$ cat config.mk
export PLATFORM = sky130hd
export DESIGN_NAME = cache_ctrl
export DESIGN_NICKNAME = d
export VERILOG_FILES = /design/src/rtl/cache_ctrl.sv
export SDC_FILE = /design/constraint.sdc
export NUM_CORES = 1
export LEC_CHECK = 0
export CAP_MARGIN = 20
export CELL_PAD_IN_SITES_DETAIL_PLACEMENT = 0
export CELL_PAD_IN_SITES_GLOBAL_PLACEMENT = 1
export CORE_ASPECT_RATIO = 1.25
export CORE_UTILIZATION = 40
export CTS_BUF_LIST = sky130_fd_sc_hd__clkbuf_4 sky130_fd_sc_hd__clkbuf_8
export DETAILED_ROUTE_END_ITERATION = 7
export HOLD_SLACK_MARGIN = 0.15
export PLACE_DENSITY = 0.87
export RECOVER_POWER = 100
export SLEW_MARGIN = 20
export SYNTH_ARGS = -nofsm -noshare
export SYNTH_HDL_FRONTEND = slang
export SYNTH_SLANG_ARGS = --single-unit
$ cat constraint.sdc
create_clock -name clk -period 3.9 [get_ports clk]
set_input_delay 0.78 -clock clk [delete_from_list [all_inputs] [get_ports clk]]
set_output_delay 0.78 -clock clk [all_outputs]
set_load 0.02 [all_outputs]
$ cat src/rtl/cache_ctrl.sv
// Cache controller: serves CPU word accesses through a 16-set, 4-word-line write-back cache,
// running write-back / write-allocate miss sequences against word-granular main memory.
module cache_ctrl #(
  parameter int unsigned TAG_W  = 5,
  parameter int unsigned IDX_W  = 4,
  parameter int unsigned WRD_W  = 2,
  parameter int unsigned DATA_W = 16,
  localparam int unsigned ADDR_W = TAG_W + IDX_W + WRD_W
) (
  input  logic              clk,
  input  logic              rst,
  // CPU side
  input  logic              cpu_req,
  input  logic              cpu_we,
  input  logic [ADDR_W-1:0] cpu_addr,
  input  logic [DATA_W-1:0] cpu_wdata,
  output logic [DATA_W-1:0] cpu_rdata,
  output logic              cpu_ready,
  output logic              busy,
  // cache side
  output logic              c_enable,
  output logic              c_rst,
  output logic [IDX_W-1:0]  c_index,
  output logic [WRD_W-1:0]  c_word,
  output logic              c_comp,
  output logic              c_write,
  output logic [TAG_W-1:0]  c_tag,
  output logic [DATA_W-1:0] c_wdata,
  output logic              c_valid,
  input  logic              c_hit,
  input  logic              c_dirty,
  input  logic [TAG_W-1:0]  c_tag_out,
  input  logic [DATA_W-1:0] c_rdata,
  input  logic              c_vld,
  input  logic              c_ack,
  // memory side
  output logic              mem_req,
  output logic              mem_we,
  output logic [ADDR_W-1:0] mem_addr,
  output logic [DATA_W-1:0] mem_wdata,
  input  logic [DATA_W-1:0] mem_rdata,
  input  logic              mem_ack
);

  typedef enum logic [2:0] {
    StInit, StIdle, StLookup, StWbCache, StWbMem, StFillMem, StFillCache
  } state_e;

  // Four-phase cache handshake: wait for ack low, hold enable until ack, wait for release.
  typedef enum logic [1:0] {CpWait, CpReq, CpRel} cphase_e;

  state_e            state;
  cphase_e           cph;
  logic [WRD_W-1:0]  k;

  logic              req_we;
  logic [TAG_W-1:0]  req_tag;
  logic [IDX_W-1:0]  req_idx;
  logic [WRD_W-1:0]  req_word;
  logic [DATA_W-1:0] req_wdata;
  logic [TAG_W-1:0]  victim_tag;

  logic              cap_hit, cap_dirty, cap_vld;
  logic [TAG_W-1:0]  cap_tag;
  logic [DATA_W-1:0] cap_data;
  logic [DATA_W-1:0] mem_word;

  logic c_access, mem_access;
  logic c_launch, c_got, c_done;
  logic m_launch, m_done;

  logic              f_rst, f_comp, f_write, f_valid;
  logic [IDX_W-1:0]  f_index;
  logic [WRD_W-1:0]  f_word;
  logic [TAG_W-1:0]  f_tag;
  logic [DATA_W-1:0] f_wdata;
  logic [ADDR_W-1:0] m_addr;

  always_comb begin
    c_access   = (state == StInit) || (state == StLookup) ||
                 (state == StWbCache) || (state == StFillCache);
    mem_access = (state == StWbMem) || (state == StFillMem);
    // IDLE launches the lookup straight from the CPU inputs to save a cycle on hits.
    c_launch   = (cph == CpWait) && !c_ack && (c_access || (state == StIdle && cpu_req));
    c_got      = (cph == CpReq) && c_ack;
    c_done     = (cph == CpRel) && !c_ack;
    m_launch   = mem_access && !mem_req;
    m_done     = mem_access && mem_req && mem_ack;
  end

  always_comb begin
    f_rst   = 1'b0;
    f_comp  = 1'b0;
    f_write = 1'b0;
    f_valid = 1'b0;
    f_index = req_idx;
    f_word  = k;
    f_tag   = req_tag;
    f_wdata = mem_word;
    unique case (state)
      StInit: f_rst = 1'b1;
      StIdle: begin
        f_comp  = 1'b1;
        f_write = cpu_we;
        f_valid = 1'b1;
        f_index = cpu_addr[WRD_W +: IDX_W];
        f_word  = cpu_addr[WRD_W-1:0];
        f_tag   = cpu_addr[ADDR_W-1 -: TAG_W];
        f_wdata = cpu_wdata;
      end
      StLookup: begin
        f_comp  = 1'b1;
        f_write = req_we;
        f_valid = 1'b1;
        f_word  = req_word;
        f_wdata = req_wdata;
      end
      StWbCache: f_tag = victim_tag;
      StFillCache: begin
        f_write = 1'b1;
        f_valid = 1'b1;
      end
      StWbMem, StFillMem: ;
    endcase
  end

  always_comb begin
    m_addr = {req_tag, req_idx, k};
    if (state == StWbMem) m_addr = {victim_tag, req_idx, k};
  end

  always_ff @(posedge clk) begin
    if (rst) begin
      state      <= StInit;
      cph        <= CpWait;
      k          <= '0;
      req_we     <= 1'b0;
      req_tag    <= '0;
      req_idx    <= '0;
      req_word   <= '0;
      req_wdata  <= '0;
      victim_tag <= '0;
      cap_hit    <= 1'b0;
      cap_dirty  <= 1'b0;
      cap_vld    <= 1'b0;
      cap_tag    <= '0;
      cap_data   <= '0;
      mem_word   <= '0;
      cpu_rdata  <= '0;
      cpu_ready  <= 1'b0;
      busy       <= 1'b0;
      c_enable   <= 1'b0;
      c_rst      <= 1'b0;
      c_index    <= '0;
      c_word     <= '0;
      c_comp     <= 1'b0;
      c_write    <= 1'b0;
      c_tag      <= '0;
      c_wdata    <= '0;
      c_valid    <= 1'b0;
      mem_req    <= 1'b0;
      mem_we     <= 1'b0;
      mem_addr   <= '0;
      mem_wdata  <= '0;
    end else begin
      cpu_ready <= 1'b0;
      busy      <= 1'b1;

      if (c_launch) begin
        c_enable <= 1'b1;
        c_rst    <= f_rst;
        c_index  <= f_index;
        c_word   <= f_word;
        c_comp   <= f_comp;
        c_write  <= f_write;
        c_tag    <= f_tag;
        c_wdata  <= f_wdata;
        c_valid  <= f_valid;
        cph      <= CpReq;
      end else if (c_got) begin
        c_enable  <= 1'b0;
        c_rst     <= 1'b0;
        cap_hit   <= c_hit;
        cap_dirty <= c_dirty;
        cap_vld   <= c_vld;
        cap_tag   <= c_tag_out;
        cap_data  <= c_rdata;
        cph       <= CpRel;
      end else if (c_done) begin
        cph <= CpWait;
      end

      if (m_launch) begin
        mem_req   <= 1'b1;
        mem_we    <= (state == StWbMem);
        mem_addr  <= m_addr;
        mem_wdata <= cap_data;
      end else if (m_done) begin
        mem_req  <= 1'b0;
        mem_we   <= 1'b0;
        mem_word <= mem_rdata;
      end

      unique case (state)
        StInit: begin
          if (c_done) begin
            busy  <= 1'b0;
            state <= StIdle;
          end
        end
        StIdle: begin
          if (cpu_req) begin
            req_we    <= cpu_we;
            req_tag   <= cpu_addr[ADDR_W-1 -: TAG_W];
            req_idx   <= cpu_addr[WRD_W +: IDX_W];
            req_word  <= cpu_addr[WRD_W-1:0];
            req_wdata <= cpu_wdata;
            state     <= StLookup;
          end else begin
            busy <= 1'b0;
          end
        end
        StLookup: begin
          if (c_done) begin
            if (cap_hit) begin
              cpu_ready <= 1'b1;
              if (!req_we) cpu_rdata <= cap_data;
              busy  <= 1'b0;
              state <= StIdle;
            end else if (cap_vld && cap_dirty) begin
              victim_tag <= cap_tag;
              state      <= StWbCache;
            end else begin
              state <= StFillMem;
            end
          end
        end
        StWbCache: begin
          if (c_done) state <= StWbMem;
        end
        StWbMem: begin
          if (m_done) begin
            k     <= k + 1'b1;
            state <= (&k) ? StFillMem : StWbCache;
          end
        end
        StFillMem: begin
          if (m_done) state <= StFillCache;
        end
        StFillCache: begin
          if (c_done) begin
            k     <= k + 1'b1;
            state <= (&k) ? StLookup : StFillMem;
          end
        end
      endcase
    end
  end

endmodule
==> metrics.txt, run 1 <==
yosys warns 0; Post-synth EDFFs 0; post-layout util 0.541; Startpoint Class flop; RSZ-0062 raised after global routing no; PostCTS Resize Cnt 0; CP startpoint state[0]; Final period util 0.761; met3 WL post-DR 913 um; gpl congestion 0.813; num rows 50; # H-tree levels 4; #FFs+latches synth approximately 160; port bufs 151; commonest cells in the netlist nand2_1, dfxtp_1, a21oi_1, clkbuf_1, nor2_1; setup ws final 0.933 ns; post-synth top area share 0.508; root buf cell clkbuf_8; critical path's slowest cell clkbuf_1; Pwr Density 393 nW/um^2; Die Wd approximately 110 um; grt ovf 0; share of cells above drive strength 1 0.0645; pre-CTS setup slack 1.01 ns; CP peak stage delay 0.91 ns; area added between synthesis and finish 30.7%; Final Instance Count excl. Fillers 1107; worst-case clock buffer depth 2; Total Wirelength roughly 17000 um; Power Total 3.22 mW; Worst EP required between 4 and 5 ns; Syn Area/Cell 8.24 sq um; Worst VDD drop 0.187 mV; violation count after the first detailed-routing iteration 306; Synth area leader dfxtp_1; synthesized net count 834; Top FF cell, synth dfxtp_1; Rel. slew slack 0.221; sequential share of the synthesized area 0.508; Final Hold Viols 0; Worst EP arrival 3.34 ns; DR WL met2 8060 um; Post-CTS Setup Bufs 0; WS Path Type flop to flop; IO Pins 152; TritonCTS Sinks 159; CTS Buf Count 17; Cell variety after synth 51; global-route wire length before repair between 20000 and 30000 um; Cells after Synth 760; Routed Antenna Nets 0; DR DRC count 0; core region area 15100 sq um; fin nets 960; Synth Cell Area ~6300 sq um; top layer in use met4; FF-to-FF End c_index[0]; highest clock rate roughly 340 MHz; end of the critical path c_index[0]; drt first pass iters 5; latest clock arrival within the worst-skew pair about 0.46 ns; vias in the first global route 5219; Hold Crit Class flop to flop; crit-path cells nor3b_1 -> clkbuf_1 -> mux2i_1 -> a211oi_1; area of the die 16200 sq um; R2R cell count 4; reg2reg start state[0]; Met1 Wirelength roughly 7600 um; pin count of the biggest net entering global routing 71; most frequent cell after synthesis nand2_1; result of the run finished, final reports clean; Initial Util 0.414; CTS clk-pin slew, worst paths approximately 0.090 ns; CTS tree yes; Final setup viols 0; antenna fix cells 0; Detail Placement HPWL 11200 um; setup TNS 0 ns; MaxCap Viol Count 0; CP max FO 19; register-to-register setup slack between 0.9 and 1 ns; Hold Buf Count CTS 0; initial antenna violation count 0; Global Route Usage Sum 0.214; number of cells after detailed placement about 1100; top cells by area, synth dfxtp_1, nand2_1, a21oi_1, mux2i_1, clkbuf_1; Async SR Flop Fraction 0; Worst Tran Pin Value around 1.2 ns; vias per cell 5.02; DR WL/cell 15.2 um; leakage 2.89 nW; Period minus WS final 2.97 ns; clock skew roughly 0.008 ns; crit end category flop; Slew Viols, Final 0; DR vias 5559; Die Y-Extent approximately 140 um
-- registers in the layout, summed over array words and instances (netlist names), 2 cells and up --
name	count
c_word	2
mem_wdata	16
c_wdata	16
cap_data	16
req_tag	5
cpu_rdata	16
cph	2
c_tag	5
mem_addr	11
cap_tag	5
k	2
mem_word	16
req_word	2
state	3
req_idx	4
victim_tag	5
c_index	4
req_wdata	16
-- area by class of cell --
class,instances,area [sq um]
timing repair buffer,166,1600
multi-input combinational,536,2730
clock buffer,19,255
sequential,159,3180
tap,208,260
fill,1529,6950
inverter,6,22.5
clock inverter,13,140
-- critical path, delay by kind of cell (launching register included) --
family | cells | cell delay, ns
and+or+nand+nor | 1 | 0.87
AOI/OAI and AO/OA | 1 | 0.26
DFF | 1 | 0.65
buffers and inverters | 1 | 0.91
muxes | 1 | 0.18
-- cells by family after synthesis --
kind of cell | Yosys count | synth area share
flops | 159 | 0.508
compound gates | 229 | 0.216
buf+inv | 65 | 0.0467
simple gates | 284 | 0.192
mux | 21 | 0.0337
fa+ha+maj | 1 | 0.00200
xor+xnor | 1 | 0.00140
-- metrics by stage --
stage / instance area, sq um / hold slack, ns
detailed placement: 7890 / 0.446
global route: 8190 / 0.471
floorplan: 6270 / 0.436
global placement: 7890 / 0.441
finish: 8190 / 0.452
CTS: 8280 / 0.457
-- layer usage --
metal,vias up,GRT usage
met2,151,0.347
met1,2561,0.276
met5,-,0
met3,15,0.0494
li1,2832,-
met4,0,0.0813
-- worst min-delay path by stage --
stage | end | startpoint | cells past startpoint
after global routing | cpu_rdata[5] | cpu_rdata[5] | 2
after floorplan | cap_tag[0] | cap_tag[0] | 2
final | mem_wdata[0] | mem_wdata[0] | 2
after global placement | req_word[1] | req_word[1] | 2
after detailed placement | mem_wdata[10] | mem_wdata[10] | 2
after CTS | mem_wdata[10] | mem_wdata[10] | 2
-- cell usage in the layout, fill, tap and decap left out, drive strengths merged, types with 3 or more instances in the layout --
master / Yosys / final
a22oi: 19 / 19
nor3b: 3 / 3
nand2: 229 / 229
dfxtp: 159 / 159
nand3: 3 / 3
clkinv: 1 / 7
mux2i: 20 / 20
o211ai: 5 / 5
clkinvlp: 0 / 4
a211oi: 13 / 13
a21oi: 157 / 157
nor2: 28 / 28
dlygate4sd3: 0 / 80
clkbuf: 42 / 25
buf: 17 / 10
o21ai: 20 / 20
inv: 5 / 6
clkdlybuf4s50: 0 / 70
-- power by group --
part	internal, mW	switching [mW]	leakage, nW
clock	0.592	0.617	0.191
combinational	0.145	0.172	1.41
sequential	1.67	0.0291	1.29
Power figures use the tool's default switching activity.
==> inputs of run 2 (changes only) <==
--- a/config.mk
+++ b/config.mk
@@ -9,11 +9,11 @@
 export CELL_PAD_IN_SITES_DETAIL_PLACEMENT = 0
 export CELL_PAD_IN_SITES_GLOBAL_PLACEMENT = 1
 export CORE_ASPECT_RATIO = 1.25
-export CORE_UTILIZATION = 40
+export CORE_UTILIZATION = 37
 export CTS_BUF_LIST = sky130_fd_sc_hd__clkbuf_4 sky130_fd_sc_hd__clkbuf_8
 export DETAILED_ROUTE_END_ITERATION = 7
 export HOLD_SLACK_MARGIN = 0.15
-export PLACE_DENSITY = 0.87
+export PLACE_DENSITY = 0.81
 export RECOVER_POWER = 100
 export SLEW_MARGIN = 20
 export SYNTH_ARGS = -nofsm -noshare
==> constraint.sdc (replaced) <==
create_clock -name clk -period 2.8 [get_ports clk]
set_input_delay 0.56 -clock clk [delete_from_list [all_inputs] [get_ports clk]]
set_output_delay 0.56 -clock clk [all_outputs]
set_load 0.02 [all_outputs]
==> run 2 against run 1 <==
  * Maximum frequency grew 29%
  * Sequential power rose by 40%
  * Core utilization decreased by 3.1 points
  * Cell count grew 1.7%
  * Hold slack barely moved
  * Wire length increased by 3.5%
  * Setup slack worse by 0.43 ns
  * Critical path depth grew 2
  * First-iteration DRC count fell by 5.2%
  * Critical path type unchanged
  * Die area is 8.0% higher
  * Via count is 0.76% higher
==> metrics.txt, run 2 (synthesis gave the netlist of run 1 again) <==
result of the run finished, final reports clean; Power Total around 4.6 mW; global-route wire length before repair 27900 um; Worst EP arrival 2.62 ns; Worst VDD drop 0.313 mV; Slew Viols, Final 0; initial antenna violation count 0; Final Hold Viols 0; Bufs and invs on worst path 2; MaxCap Viol Count 0; register-to-register setup slack 0.50 ns; RSZ-0062 raised after global routing no; clock skew about 0.015 ns; leakage 2.97 nW; vias in the first global route 5360; Die Y-Extent 147 um; root buf cell clkbuf_8; CTS Buf Count 17; Detail Placement HPWL approximately 12000 um; Pwr Density about 550 nW/um^2; share of cells above drive strength 1 0.0758; CP peak stage delay 0.71 ns; fin nets between 900 and 1000; DR vias 5601; Total Wirelength approximately 17000 um; grt ovf 0; worst-case clock buffer depth 2; critical path's slowest cell dfxtp_1; DR DRC count 0; TritonCTS Sinks 159; Initial Util 0.382; antenna fix cells 0; WS Path Type flop to flop; vias per cell 4.97; Hold Crit Class flop to flop; Routed Antenna Nets 0; Global Route Usage Sum 0.202; Die Wd 118 um; Rel. slew slack 0.178; core region area approximately 16000 sq um; CP max FO 12; Post-CTS Setup Bufs 0; Worst EP required between 3 and 4 ns; CTS tree yes; Startpoint Class flop; crit-path cells buf_4 -> o21bai_1 -> a2111o_1 -> clkbuf_1 -> a211oi_1 -> nor3_1; area of the die 17500 sq um; CTS clk-pin slew, worst paths 0.08 ns; Hold Buf Count CTS 0; port bufs roughly 150; violation count after the first detailed-routing iteration 290; Period minus WS final 2.30 ns; Final period util 0.821; Final setup viols 0; drt first pass iters 4; commonest non-fill, non-tap cells in the layout nand2_1, dfxtp_1, a21oi_1, dlygate4sd3_1, clkdlybuf4s50_1; DR WL/cell 15.4 um; highest clock rate 435 MHz; gpl congestion 0.806; Top Family by Delay on Critical Path compound AO/OA/AOI/OAI gates; # H-tree levels 4; area added between synthesis and finish 33.5%; PostCTS Resize Cnt 0; latest clock arrival within the worst-skew pair roughly 0.45 ns; crit end category flop; commonest non-fill, non-tap cell in the layout nand2_1; pin count of the biggest net entering global routing 56; setup TNS 0 ns; num rows 52; Worst Tran Pin Value 1.23 ns; IO Pins 152; Layout fillers 1648
==> run 2: routing by layer <==
metal  GRT usage  wire (um)  vias up
met5           0          0        -
met4      0.0652        172        0
met3      0.0509        950       14
met2       0.336       8340      157
met1       0.256       7910     2580
li1            -          -     2850
==> run 2: tightest hold or removal path, delay by kind of cell (launching register included) <==
kind / cells / cell delay [ns]
and+or+nand+nor: 1 / 0.05
DFF: 1 / 0.31
AOI/OAI and AO/OA: 1 / 0.05
==> run 2: through the flow <==
step	cells	setup slack, ns	util	hold WS [ns]	cell area (sq um)
after floorplan	760	0.756	-	0.436	6270
after global placement	1094	0.359	0.489	0.441	8020
after detailed placement	1094	0.329	0.489	0.447	8020
after CTS	1126	0.560	0.514	0.431	8430
after global routing	1126	0.318	0.510	0.457	8360
final	1126	0.502	0.510	0.453	8360
==> run 2: layout make-up <==
| cell class | instances | area (sq um) | share of cell area |
|---|---|---|---|
| Sequential cell | 159 | 3180 | 0.381 |
| Clock inverter | 10 | 134 | 0.0160 |
| Tap cell | 216 | 270 | 0.0323 |
| Multi-Input combinational cell | 536 | 2770 | 0.331 |
| Inverter | 6 | 22.5 | 0.00269 |
| Clock buffer | 22 | 284 | 0.0340 |
| Timing Repair Buffer | 177 | 1700 | 0.204 |
==> run 2: final timing paths <==
kind                       from       endpoint  cells past startpoint
hold reg to reg   mem_wdata[10]  mem_wdata[10]                      2
hold / removal    mem_wdata[10]  mem_wdata[10]                      2
setup reg to reg       state[1]        c_write                      6
setup / recovery       state[1]        c_write                      6
==> run 2: report_power, final <==
group | switching [mW] | leakage, nW | total [mW] | internal, mW
combinational | 0.244 | 1.47 | 0.457 | 0.213
sequential | 0.0416 | 1.29 | 2.36 | 2.32
clock | 0.831 | 0.213 | 1.79 | 0.956
==> inputs of run 3 (changes only) <==
--- a/config.mk
+++ b/config.mk
@@ -9,11 +9,11 @@
 export CELL_PAD_IN_SITES_DETAIL_PLACEMENT = 0
 export CELL_PAD_IN_SITES_GLOBAL_PLACEMENT = 1
 export CORE_ASPECT_RATIO = 1.25
-export CORE_UTILIZATION = 37
+export CORE_UTILIZATION = 34
 export CTS_BUF_LIST = sky130_fd_sc_hd__clkbuf_4 sky130_fd_sc_hd__clkbuf_8
 export DETAILED_ROUTE_END_ITERATION = 7
 export HOLD_SLACK_MARGIN = 0.15
-export PLACE_DENSITY = 0.81
+export PLACE_DENSITY = 0.79
 export RECOVER_POWER = 100
 export SLEW_MARGIN = 20
 export SYNTH_ARGS = -nofsm -noshare
==> constraint.sdc (replaced) <==
create_clock -name clk -period 2 [get_ports clk]
set_input_delay 0.4 -clock clk [delete_from_list [all_inputs] [get_ports clk]]
set_output_delay 0.4 -clock clk [all_outputs]
set_load 0.02 [all_outputs]
==> run 3 against run 2 <==
  * Sequential cell count unchanged
  * Sequential power grew 40%
  * Die area is 8.7% higher
  * Power is 35% higher
  * Combinational power grew 46%
  * Design area grew 0.91%
  * Sequential share of layout area down 0.34 points
  * Clock-buffer cell count down 3
  * Clock skew decreased by 0.0052 ns
  * Critical path type is now flop to output pin
  * Clock power grew 26%
==> metrics.txt, run 3 (synthesis gave the netlist of run 1 again) <==
Final Hold Viols 0; pin count of the biggest net entering global routing 76; CTS clk-pin slew, worst paths 0.09 ns; Bufs and invs on worst path 1; highest clock rate 524 MHz; CP startpoint c_tag[3]; root buf cell clkbuf_8; Placement Cell Area 8130 sq um; initial antenna violation count 0; number of cells after detailed placement around 1100; global-route wire length before repair 27900 um; CP peak stage delay 0.69 ns; Detail Placement HPWL 12000 um; Final Instance Count excl. Fillers roughly 1100; Global Route Usage Sum 0.191; Startpoint Class flop; RSZ-0062 raised after global routing no; core region area 18100 sq um; WHS between 0.2 and 0.25 ns; clock skew 0.00980 ns; Hold Buf Count CTS 0; critical path's slowest cell dlygate4sd3_1; Initial Util 0.346; Worst VDD drop 0.364 mV; leakage 2.98 nW; Routed Antenna Nets 0; Layout fillers ~1800; MaxCap Viol Count 0; num rows 55; IO Pins 152; post-layout instance area 8440 sq um; setup TNS 0 ns; violation count after the first detailed-routing iteration 311; crit end category output pin; fin nets 979; Worst Tran Pin Value 0.609 ns; drt first pass iters 4; commonest non-fill, non-tap cells in the layout nand2_1, dfxtp_1, a21oi_1, clkdlybuf4s50_1, dlygate4sd3_1; worst-case clock buffer depth 2; FF-to-FF End cpu_rdata[4]; result of the run finished, final reports clean; gpl congestion 0.801; HP Start rst; share of cells above drive strength 1 0.0959; vias in the first global route about 5200; CP max FO 2; reg2reg start state[1]; # H-tree levels 4; R2R cell count 4; grt ovf 0; TritonCTS Sinks 159; CTS Buf Count 17; Hold Crit Depth 2; setup ws final about 0.093 ns; Post-CTS Setup Bufs 0; Slew Viols, Final 0; port bufs 151; Pwr Density 738 nW/um^2; Die Y-Extent 154 um; Hold Path End req_word[0]; Top Family by Delay on Critical Path buffers and inverters; register-to-register setup slack 0.21 ns; Die Wd between 100 and 150 um; area added between synthesis and finish 34.7%; DR WL/cell 15.3 um; Rel. slew slack 0.594; vias per cell 4.94; DR vias 5656; DR DRC count 0; pre-CTS setup slack -0.203 ns; Worst EP required approximately 1.6 ns; Final period util 0.954; area of the die 19000 sq um; WS Path Type flop to output pin; Worst EP arrival 1.51 ns; antenna fix cells 0; Final setup viols 0; latest clock arrival within the worst-skew pair 0.45 ns; CTS tree yes; Period minus WS final between 1.5 and 2 ns; commonest non-fill, non-tap cell in the layout nand2_1; Total Wirelength about 18000 um; Hold Crit Class primary input to flop; crit-path cells dlygate4sd3_1
-- run 3: cell count changes in the layout (fill, tap and decap cells not counted), moves of 8 or more --
cell | before | now
dlygate4sd3_1 | 80 | 68
clkdlybuf4s50_1 | 70 | 81
nand2_1 | 228 | 219
nand2_2 | 1 | 10
buf_4 | 13 | 21
-- run 3: how the worst max path moves through the flow --
stage,cells after the start,slack [ns],endpoint
after global routing,1,0.03,c_wdata[3]
after floorplan,8,0.08,cpu_rdata[10]
after global placement,5,-0.19,cpu_rdata[15]
after CTS,1,0.002,mem_req
final,1,0.09,c_tag[3]
after detailed placement,5,-0.20,cpu_rdata[13]
-- run 3: per-stage QoR --
stage | util | power (mW)
after floorplan | - | 3.69
after global placement | 0.449 | 4.07
after detailed placement | 0.449 | 4.07
after CTS | 0.470 | 6.33
after global routing | 0.466 | 6.51
final | 0.466 | 6.23
-- run 3: what timing repair did --
action,CTS,global route
setup endpoints to repair,0,1
resized for setup,0,1
hold endpoints to repair,0,0
-- run 3: layout make-up --
cell class | instances | area (sq um) | area share
Clock buffer | 19 | 262 | 0.0310
Multi-Input combinational cell | 536 | 2780 | 0.329
Timing Repair Buffer | 185 | 1800 | 0.213
Inverter | 6 | 22.5 | 0.00267
Clock inverter | 13 | 115 | 0.0136
Tap cell | 228 | 285 | 0.0338
Sequential cell | 159 | 3180 | 0.377
-- run 3: routing by layer --
layer / up-vias / GRT usage / routed length [um] / share of wire
met5: - / 0 / 0 / 0
met4: 0 / 0.0591 / 217 / 0.012
met3: 17 / 0.0449 / 1020 / 0.058
met2: 170 / 0.304 / 8260 / 0.47
met1: 2601 / 0.254 / 8080 / 0.46
li1: 2868 / - / - / -
-- run 3: where the power goes --
group / switching (mW) / internal, mW / leakage [nW] / total, mW
sequential: 0.0549 / 3.25 / 1.29 / 3.30
clock: 1.21 / 1.05 / 0.184 / 2.26
combinational: 0.353 / 0.313 / 1.51 / 0.666
total: 1.62 / 4.61 / 2.98 / 6.23
